### src/rtl/neokeon_pi2fun.sv
// Noekeon Pi2 step: fixed word rotations (right by 0/1/5/2) on a 128-bit state.
// Provides a combinational result for round chaining and a one-cycle registered copy.
module neokeon_pi2fun (
  input  logic         inClk,
  input  logic         inRst,
  input  logic         inValid,
  input  logic [127:0] inDataState,
  output logic         outValid,
  output logic [127:0] outDataState,
  output logic [127:0] outDataStateComb
);

  logic [31:0] a0;
  logic [31:0] a1;
  logic [31:0] a2;
  logic [31:0] a3;
  logic [31:0] pi2A1;
  logic [31:0] pi2A2;
  logic [31:0] pi2A3;

  assign a0 = inDataState[127:96];
  assign a1 = inDataState[95:64];
  assign a2 = inDataState[63:32];
  assign a3 = inDataState[31:0];

  // Cyclic right rotations by 1, 5 and 2; these undo Pi1's left rotations.
  assign pi2A1 = {a1[0],   a1[31:1]};
  assign pi2A2 = {a2[4:0], a2[31:5]};
  assign pi2A3 = {a3[1:0], a3[31:2]};

  assign outDataStateComb = {a0, pi2A1, pi2A2, pi2A3};

  always_ff @(posedge inClk) begin
    // NOTE: non-blocking assignments keep every register sampling pre-edge values.
    if (inRst) begin
      outValid     <= 1'b0;
      outDataState <= 128'h0;
    end else begin
      outValid <= inValid;
      if (inValid) begin
        outDataState <= outDataStateComb;
      end
    end
  end

endmodule

### config.mk
export PLATFORM = sky130hd
export DESIGN_NAME = neokeon_pi2fun
export DESIGN_NICKNAME = d
export VERILOG_FILES = /design/src/rtl/neokeon_pi2fun.sv
export SDC_FILE = /design/constraint.sdc
export NUM_CORES = 1
export LEC_CHECK = 0
export CORE_AREA = 2 2 149 151
export CTS_CLUSTER_SIZE = 30
export DETAILED_ROUTE_END_ITERATION = 8
export DIE_AREA = 0 0 151 153
export GPL_ROUTABILITY_DRIVEN = 0
export PLACE_DENSITY = 0.68
export SYNTH_ARGS = -nofsm -noshare
export SYNTH_HDL_FRONTEND = slang
export SYNTH_SLANG_ARGS = --single-unit
### constraint.sdc
create_clock -name inClk -period 1.7 [get_ports inClk]
set_input_delay 0.255 -clock inClk [delete_from_list [all_inputs] [get_ports inClk]]
set_output_delay 0.255 -clock inClk [all_outputs]
set_load 0.005 [all_outputs]
==> flow_metrics.env <==
export IMPL_status="complete, no violations"
export IMPL_crit_slowest_cell="clkdlybuf4s50_1"
export IMPL_wire_per_inst_um=14.4
export IMPL_layout_common_cells="385 x clkdlybuf4s50_1, 129 x dfxtp_1, 128 x mux2i_1, 128 x nor2_1, 17 x clkbuf_16"
export IMPL_grt_pass1_vias=4496
export IMPL_fin_area_mm2=0.00944
export IMPL_setup_viol=0
export IMPL_syn_inst=543
export IMPL_ir_drop_mv=0.593
export IMPL_worstSetupPathType="register to output port"
export IMPL_maxCapViolCount=0
export IMPL_hold_buffers=0
export IMPL_power_total_mw=8.87
export IMPL_io_buffers=387
export IMPL_final_nets=938
export IMPL_core_rowCount=54
export IMPL_fmaxAchievable_mhz=620
export IMPL_min_path_type="input pin to register"
export IMPL_rsz0062_at_grt="false"
export IMPL_pwr_share_seq=0.371
export IMPL_grt_max_degree=64
export IMPL_relSlewSlack=0.708
export IMPL_fill_cells=2086
export IMPL_numCtsBuffers=17
export IMPL_h_tree_depth=4
export IMPL_die_x_um=151
export IMPL_min_period_ns=1.61
export IMPL_clock_skew_ns=0
export IMPL_synth_top_area_cell="dfxtp_1"
export IMPL_finalMaxSlewViolations=0
export IMPL_crit_path_max_fanout=2
export IMPL_max_slew_worst_pin_slew_ns=0.438
export IMPL_dr_pass1_iters=4
export IMPL_hold_slack_ns=0.125
export IMPL_path_buf_inv=1
export IMPL_p_switching_mw=1.96
export IMPL_dpl_instance_area_mm2=0.00879
export IMPL_ant_nets=0
export IMPL_clk_pin_slew_ns=0.06
export IMPL_start_kind="register"
export IMPL_arrival_ns=1.36
export IMPL_syn_mean_instance_area_um2=10.4
export IMPL_viasPerCell=4.02
export IMPL_final_common_cell="clkdlybuf4s50_1"
export IMPL_die_y_um=153
export IMPL_p_int_mw=6.91
export IMPL_layout_drive_gt1_share=0.0586
export IMPL_synth_nets=674
export IMPL_dp_slack_ns=0.0447
export IMPL_wl_um=15800
export IMPL_clkPwrFrac=0.455
export IMPL_netlist_area_mm2=0.00563
export IMPL_clockRootBuffer="clkbuf_16"
export IMPL_num_vias=4420
export IMPL_yosys_register_bits=129
export IMPL_yosysSeqAreaShare=0.459
export IMPL_grt_antenna_before_repair=0
export IMPL_drt_iter0_drc=73
export IMPL_synth_cell_types=10
export IMPL_power_density_mw_per_mm2=940
export IMPL_hold_viol=0
export IMPL_design_die_area_mm2=0.0231
export IMPL_use_met3=0.0507
export IMPL_cts_tree="yes"
export IMPL_synthToLayoutAreaGrowth_pct=67.8
export IMPL_critPathRequiredTime_ns=1.44
export IMPL_overflow=0
export IMPL_met1_usage=0.145
export IMPL_ctsResizeCount=0
export IMPL_crit_chain="clkdlybuf4s50_1"
export IMPL_setup_slack_ns=0.0875
export IMPL_initial_core_util=0.262
export IMPL_ys_warn_count=0
export IMPL_grt_total_usage=0.132
export IMPL_period_share=0.949
export IMPL_crit_family="buffers and inverters"
export IMPL_hpwl_um=12400
export IMPL_dp_cells=1068
export IMPL_grt_pass1_wl_um=23700
export IMPL_clock_path_buffers=2
export IMPL_drc=0
export IMPL_insertion_delay_ns=0.41
export IMPL_critPathCaptureType="output port"
export IMPL_cts_sinks=129
export IMPL_max_stage_delay_ns=0.62
export IMPL_synth_area_leaders="dfxtp_1 46%, mux2i_1 23%, buf_4 17%, nor2_1 8.5%, buf_12 3.9%"
export IMPL_setup_tns_final_ns=0
export IMPL_post_route_util=0.440
export IMPL_gr_usage_met2=0.237
export IMPL_p_sw_frac=0.221
export IMPL_grt_busiest_layer="met2"
export IMPL_leakagePower_nw=3.95
export IMPL_combPwrFrac=0.174
export IMPL_ios=388
export IMPL_final_cells=1099
export IMPL_core_area_mm2=0.0215
export IMPL_diodes=0
export IMPL_cts_setup_buffers=0
export IMPL_synth_top_area_frac=0.459
synthesized netlist by cell type (all sizes together):
library cell / instances
buf: 145
clkbuf: 12
dfxtp: 129
mux2i: 128
nor2: 128
nor2b: 1
power groups by stage:
| stage | clock network [mW] | registers [mW] | logic [mW] |
|---|---|---|---|
| floorplan | 0 | 3.37 | 0.662 |
| global placement | 0 | 3.35 | 1.55 |
| detailed placement | 0 | 3.36 | 1.56 |
| CTS | 4.17 | 3.30 | 1.57 |
| global route | 4.30 | 3.32 | 1.65 |
| finish | 4.04 | 3.29 | 1.54 |
metal layers:
layer / vias up / wire length, µm
li1: 2177 / -
met1: 1996 / 6270
met2: 239 / 7880
met3: 8 / 1550
met4: 0 / 135
met5: - / 0
registers in the layout, summed over array words and instances, names as in the netlist:
register and count:
outValid 1, outDataState 128
cell type report:
| class | instances | area, µm² | share of cell area |
|---|---|---|---|
| tap | 280 | 350 | 0.0371 |
| clock buffer | 19 | 453 | 0.0480 |
| timing repair buffer | 402 | 4090 | 0.433 |
| clock inverter | 12 | 205 | 0.0217 |
| sequential | 129 | 2580 | 0.273 |
| multi-input combinational | 257 | 1770 | 0.187 |
path summary, 6_finish.rpt:
path	from	to	slack [ns]	depth (start not counted)
setup / recovery	outDataState[45]	outDataState[45]	0.09	1
hold / removal	inRst	outDataState[44]	0.13	2
setup reg to reg	outDataState[63]	outDataState[63]	1.07	2
hold reg to reg	outDataState[73]	outDataState[73]	0.49	2
cell families after synthesis:
group	share of synthesized area
flip-flops	0.459
buffers and inverters	0.227
multiplexers	0.228
AND/OR/NAND/NOR	0.0865
Power figures use the tool's default switching activity.
